[src/rtl/load_unit.sv]
// load_unit: data-side load path. Accepts one load at a time, issues a word
// read to data memory, waits a fixed latency, formats the returned word as a
// word or a signed/unsigned byte, and hands it to write-back via valid/ready.
module load_unit #(
  parameter int DATA_W  = 16,
  parameter int ADDR_W  = 16,
  parameter int REG_W   = 5,
  parameter int MEM_LAT = 2
) (
  input  logic              clk,
  input  logic              rst_n,
  input  logic              flush,
  input  logic              req_valid,
  output logic              req_ready,
  input  logic [ADDR_W-1:0] req_addr,
  input  logic [REG_W-1:0]  req_dest,
  input  logic              req_byte,
  input  logic              req_signed,
  output logic              mem_rd_en,
  output logic [ADDR_W-1:0] mem_rd_addr,
  input  logic [DATA_W-1:0] mem_rd_data,
  output logic              wb_valid,
  input  logic              wb_ready,
  output logic [DATA_W-1:0] wb_data,
  output logic [REG_W-1:0]  wb_dest,
  output logic              wb_err,
  output logic              wb_reg_write,
  output logic              busy
);

  localparam int CNT_W = 4;

  typedef enum logic [1:0] {IDLE, ISSUE, WAIT, RESP} state_t;

  state_t             state;
  state_t             state_nxt;
  logic [CNT_W-1:0]   lat_cnt;
  logic [ADDR_W-1:0]  addr_q;
  logic [REG_W-1:0]   dest_q;
  logic               byte_q;
  logic               signed_q;
  logic               accept;
  logic               capture;

  // Byte lanes: odd address selects the high byte; upper half is either the
  // replicated byte sign bit or zero. Word loads pass the memory word through.
  function automatic logic [DATA_W-1:0] format_load(
    input logic [DATA_W-1:0] word,
    input logic              hi,
    input logic              is_byte,
    input logic              is_signed
  );
    logic [7:0] b;
    b = hi ? word[15:8] : word[7:0];
    if (!is_byte) return word;
    return {{8{is_signed & b[7]}}, b};
  endfunction

  assign accept      = req_valid && req_ready;
  assign capture     = (state == WAIT) && (lat_cnt == '0) && !flush;
  assign mem_rd_addr = {1'b0, addr_q[ADDR_W-1:1]};

  // State register.
  always_ff @(posedge clk or negedge rst_n) begin
    if (!rst_n) state <= IDLE;
    else        state <= state_nxt;
  end

  // Next-state logic; flush abandons any load in flight.
  always_comb begin
    state_nxt = state;
    case (state)
      IDLE:  if (accept) state_nxt = ISSUE;
      ISSUE: state_nxt = flush ? IDLE : WAIT;
      WAIT:  if (flush) state_nxt = IDLE;
             else if (lat_cnt == '0) state_nxt = RESP;
      RESP:  if (flush || wb_ready) state_nxt = IDLE;
      default: state_nxt = IDLE;
    endcase
  end

  // State-decoded outputs; only flush and wb_ready reach outputs combinationally.
  always_comb begin
    req_ready    = (state == IDLE) && !flush;
    mem_rd_en    = (state == ISSUE);
    wb_valid     = (state == RESP);
    busy         = (state != IDLE);
    wb_reg_write = (state == RESP) && wb_ready;
  end

  // Latency counter: loaded in ISSUE so it reaches zero in the data cycle.
  always_ff @(posedge clk or negedge rst_n) begin
    if (!rst_n)                               lat_cnt <= '0;
    else if (state == ISSUE)                  lat_cnt <= CNT_W'(MEM_LAT - 1);
    else if (state == WAIT && lat_cnt != '0)  lat_cnt <= lat_cnt - 1'b1;
  end

  // Request latch; held for the whole load so the read address stays stable.
  always_ff @(posedge clk or negedge rst_n) begin
    if (!rst_n) begin
      addr_q   <= '0;
      dest_q   <= '0;
      byte_q   <= 1'b0;
      signed_q <= 1'b0;
    end else if (accept) begin
      addr_q   <= req_addr;
      dest_q   <= req_dest;
      byte_q   <= req_byte;
      signed_q <= req_signed;
    end
  end

  // Result registers: captured once when the memory word arrives, then held
  // unchanged through any write-back stall.
  always_ff @(posedge clk or negedge rst_n) begin
    if (!rst_n) begin
      wb_data <= '0;
      wb_dest <= '0;
      wb_err  <= 1'b0;
    end else if (capture) begin
      wb_data <= format_load(mem_rd_data, addr_q[0], byte_q, signed_q);
      wb_dest <= dest_q;
      wb_err  <= !byte_q && addr_q[0];
    end
  end

endmodule

[config.mk]
export PLATFORM = sky130hd
export DESIGN_NAME = load_unit
export DESIGN_NICKNAME = d
export VERILOG_FILES = /design/src/rtl/load_unit.sv
export SDC_FILE = /design/constraint.sdc
export NUM_CORES = 1
export LEC_CHECK = 0
export BUFFER_PORTS_ARGS = -buffer_cell sky130_fd_sc_hd__buf_4
export CAP_MARGIN = 25
export CORE_MARGIN = 10
export CORE_UTILIZATION = 53
export CTS_BUF_LIST = sky130_fd_sc_hd__clkbuf_16
export CTS_CLUSTER_DIAMETER = 40
export DETAILED_ROUTE_END_ITERATION = 7
export PLACE_DENSITY = 0.9
export SYNTH_ARGS = -nofsm -noshare
export SYNTH_HDL_FRONTEND = slang
export SYNTH_SLANG_ARGS = --single-unit
[constraint.sdc]
create_clock -name clk -period 4.6 [get_ports clk]
set_input_delay 0.46 -clock clk [delete_from_list [all_inputs] [get_ports clk]]
set_output_delay 0.46 -clock clk [all_outputs]
set_load 0.02 [all_outputs]
Yosys cells after proc, flatten, opt, wreduce, memory -nomap -nowiden
Index checks and enable logic that the tools add are counted.
- add/sub/neg operators: 1
- multipliers: 0
- div/mod/pow operators: 0
- magnitude comparators: 0
- equality and inequality tests: 6
- shifts and indexed selects: 0
- muxes and demuxes: 13
- bitwise logic cells: 1
- reductions and logical operators: 16
- operators by type and width (cell ; number):
    $mux 16 ; 2
    $mux 2 ; 5
    $mux 4 ; 2
    $mux 8 ; 1
    $pmux 2 s4 ; 1
    $logic_and 1x1->1 ; 7
    $eq 2x2->1 const B ; 2
    $logic_not 4->1 ; 1
    $reduce_bool 2->1 ; 2
    $reduce_bool 4->1 ; 1
    $sub 4x1->4 const B ; 1
    $ne 3x2->1 const B ; 1
    $reduce_and 3->1 ; 1
    $eq 2x1->1 const B ; 1
    $logic_not 1->1 ; 2
    $logic_not 2->1 ; 1
    $mux 1 ; 2
    $ne 2x1->1 const B ; 1
    $ne 2x2->1 const B ; 1
    $and 1x1->1 ; 1
    $logic_or 1x1->1 ; 1
- bits in registers: 51
- latch bits: 0
- bits in writable memories: 0
- bits in read-only memories: 0
- input port bits: 44
- output and inout bits: 43
- logic and storage cells: 46
- memories kept: 0

Depth between registers and ports, before layout
- word-level depth: 5
- gate-level depth with buffers: 7
- mapped depth without buffers: 5

Worst setup path after synthesis
No wires, ideal clock.
- path kind: register -> register
- start: register lat_cnt[0]
- end: register wb_dest[1]
- library setup time: 0.125 ns
- arrival: 1.634 ns
- required time: 4.475 ns
- slack: 2.841 ns
- stages on the path, launching flop included: 7
- buffers on the path: 1
- cell sequence: dfrtp_1 > inv_1 > ha_1 > nor4b_4 > and2_4 > buf_6 > mux2_4
- cells in the longest elaborated chain, start to end: 3
- ends and longest elaborated chain (item ; RTL line ; text):
    start, declared ; 37 ; logic [CNT_W-1:0] lat_cnt;
    start signal, assigned ; 94 ; else if (state == ISSUE) lat_cnt <= CNT_W'(MEM_LAT - 1);
    start signal, assigned ; 95 ; else if (state == WAIT && lat_cnt != '0) lat_cnt <= lat_cnt - 1'b1;
    $logic_not 4->1 ; 60 ; assign capture = (state == WAIT) && (lat_cnt == '0) && !flush;
    $logic_and 1x1->1 (2 in a row) ; 60 ;
    end signal, assigned ; 122 ; wb_dest <= dest_q;
    end, declared ; 25 ; output logic [REG_W-1:0] wb_dest,
Every way passes these cells.
A chain may end at the register's enable or synchronous reset.

Final worst setup path
- start: register lat_cnt[0]
- end: register wb_dest[0]
Same word-level chain as after synthesis.

==> results.md <==
* Post-synthesis register bit count at 51
* CP arrival at 2.53 ns
* Die height at 87.4 µm
* Final min period at 2.36 ns
* WL final at 5.52 mm
* Skew final at 0.00407 ns
* RSZ-0062 raised after global routing: false
* Logic gate share of total power at 40.2%
* FFs w/ async S/R, synth at 100%
* Int Pwr at 1240 µW
* First-pass detailed-route iteration total at 4
* Number of remaining DRC errors at 0
* Later-pin clock latency in the skew report at 0.28 ns
* Worst-path maximum fanout at 22
* Grt ovf at 0
* Initial Util at 54.9%
* Vias in the first global route at 1914
* # H-tree levels at 2
* First-pass GRT wire length at 9.01 mm
* Average size of a mapped cell at 12.0 µm²
* Sequential power share at 39.0%
* Core Box Area at 4380 µm²
* Relative slew slack at 45.1%
* CP cell instances: inv_1 -> ha_1 -> nor4b_4 -> and2_4 -> mux2_2
* Synth top area share at 53.0%
* Period utilisation layout at 51.4%
* Syn Nets at 246
* HP Class: input port to asynchronous set/reset pin
* Die ar. at 7640 µm²
* CTS sink count at 51
* Critical Path RT at 4.77 ns
* Detailed placement HPWL at 4.12 mm
* GRT Util Overall at 14.4%
* Max cap viols at 0
* Antenna violations before repair at 0
* Sequential area share after synthesis at 53.0%
* Die W at 87.4 µm
* CP startpoint kind: flop
* Placed instance area at 2920 µm²
* Crit end category: flop
* # hold bufs at CTS at 0
* Post-route cell area at 3120 µm²
* Routed vias/inst at 5.50
* Initial detailed-routing violation count at 60
* Drt wl/cell at 17.3 µm
* CTS clk-pin slew, worst paths at 0.06 ns
* Final Setup Violations at 0
* CP bufs+invs at 1
* Crit Path Class: flop to flop
* Clock power share at 20.9%
* Area leader, netlist: dfrtp_1
* Maximum buffer depth of the clock tree at 2
* Mapped Cells at 200
* Final ANT Viol Nets at 0
* Slowest CP cell: nor4b_4
* CTS buffer count at 5
* EDFF count, synth at 0
* Fin. Hold Viols at 0
* CP delay by family, top: simple AND/OR/NAND/NOR gates
* Sequential cell area at 1280 µm²
* Row count at 24
* CP peak stage delay at 0.69 ns
* LEAKAGE at 0.00151 µW
* # IOs at 87
* Sw Share at 35.3%
* Vias at 1753
* Synth warnings at 0
* Routability congestion estimate from global placement at 0.806
* TritonCTS clock tree: done
* Status: finished clean
* Fmax achieved at 0.423 GHz
* Reg2reg setup slack at 2.24 ns
* Syn Std Cell Area at 2410 µm²
* Worst-margin pin slew at 0.821 ns
* Yosys cell types at 34
* Layout area overhead at 29.5%
* Pwr dens at 616 nW/µm²
* Tightest hold margin at 0.194 ns
* VDD IR max at 0.398 mV
* CTS Root Cell: clkbuf_16
* IO Port Bufs at 85
* Postcts setup bufs at 0
* Largest net degree at the start of global routing at 52
* Fraction of layout cells with a size suffix above 1 at 47.9%
* Net Sw Power at 677 µW
* Most used DFF post-synth: dfrtp_1
* Filler instances at 331
* Final Slew Violations at 0
* Antenna Cells at 0
* Multi-input logic area at 923 µm²
* Post-cts gate resize count at 0
* Final nets at 312
* Setup_tns at 0 ns
* Area contributors post-synth: dfrtp_1 53%, mux2_2 13%, buf_4 5.6%
power groups by stage:
stage | Clock (µW) | Sequential [µW] | Combinational, µW
after floorplan | 0 | 819 | 424
after global placement | 0 | 742 | 753
after detailed placement | 0 | 752 | 772
after CTS | 414 | 748 | 776
after global routing | 432 | 774 | 836
final | 400 | 748 | 771
logic make-up after synthesis:
kind of cell	synth area share, %
other	0.156
AND/OR/NAND/NOR	9.25
AO/OA/AOI/OAI	10.1
flip-flops	53.0
buffers and inverters	8.63
multiplexers	17.8
adder cells (fa/ha/maj)	1.04
flip-flops by register name (all words and copies together) (netlist names):
name,cells
addr_q,16
byte_q,1
dest_q,5
lat_cnt,4
signed_q,1
state,2
wb_data,16
wb_dest,5
wb_err,1
layout make-up:
| type | instances | share of cell area, % |
|---|---|---|
| flip-flops and latches | 51 | 40.9 |
| multi-input cells | 117 | 29.6 |
| clock inverters | 3 | 1.24 |
| inverters | 4 | 0.482 |
| clock buffers | 5 | 4.01 |
| well taps | 52 | 2.09 |
| repair buffers | 87 | 21.6 |
worst paths after layout:
path	start	endpoint	depth (start not counted)
max in group asynchronous	rst_n	addr_q[5]$_DFFE_PN0P_	1
hold / removal	rst_n	addr_q[3]$_DFFE_PN0P_	1
setup reg to reg	lat_cnt[0]$_DFFE_PN0P_	wb_dest[0]$_DFFE_PN0P_	5
min in group clk	flush	state[0]$_DFFE_PN0P_	2
setup / recovery	lat_cnt[0]$_DFFE_PN0P_	wb_dest[0]$_DFFE_PN0P_	5
hold reg to reg	dest_q[2]$_DFFE_PN0P_	wb_dest[2]$_DFFE_PN0P_	1
per-stage QoR:
stage / power, µW / utilization [%] / worst slack [ns] / std cells
floorplan: 1240 / - / 2.84 / 200
global placement: 1500 / 66.6 / 2.18 / 309
detailed placement: 1520 / 66.6 / 2.12 / 309
CTS: 1940 / 70.3 / 2.11 / 317
global route: 2040 / 71.1 / 2.11 / 319
finish: 1920 / 71.1 / 2.24 / 319
metal layers:
layer / wire (µm) / global-route usage (%)
met1: 2280 / 17.1
met2: 2570 / 22.2
met3: 599 / 6.84
met4: 66 / 5.36
met5: 0 / 0
Yosys cell counts (2+ instances only):
master,count
a21oi_1,26
a31oi_1,9
and2_1,2
buf_2,4
buf_4,18
buf_6,2
clkbuf_1,3
dfrtp_1,51
ha_1,2
inv_1,4
mux2_2,27
mux2_4,3
mux2i_1,8
nand2_1,5
nand2b_1,10
nor2_1,2
nor2b_1,3
nor3_1,2
nor4_1,2
o211ai_1,3
cells in the final DEF, fill, tap and decap left out, drive strengths merged, types with 4 or more instances in the layout:
master / Yosys / layout
buf: 25 / 87
dfrtp: 51 / 51
mux2: 30 / 30
a21oi: 26 / 26
nand2b: 10 / 10
a31oi: 9 / 9
mux2i: 8 / 8
nand2: 5 / 5
clkbuf: 3 / 5
inv: 4 / 4
worst reg2reg max path, stage by stage (launching register included):
cell	delay [ns]
dfrtp_1	0.42
inv_1	0.12
ha_1	0.20
nor4b_4	0.69
and2_4	0.45
mux2_2	0.37
Note: power is estimated with default switching activity, not from simulation.
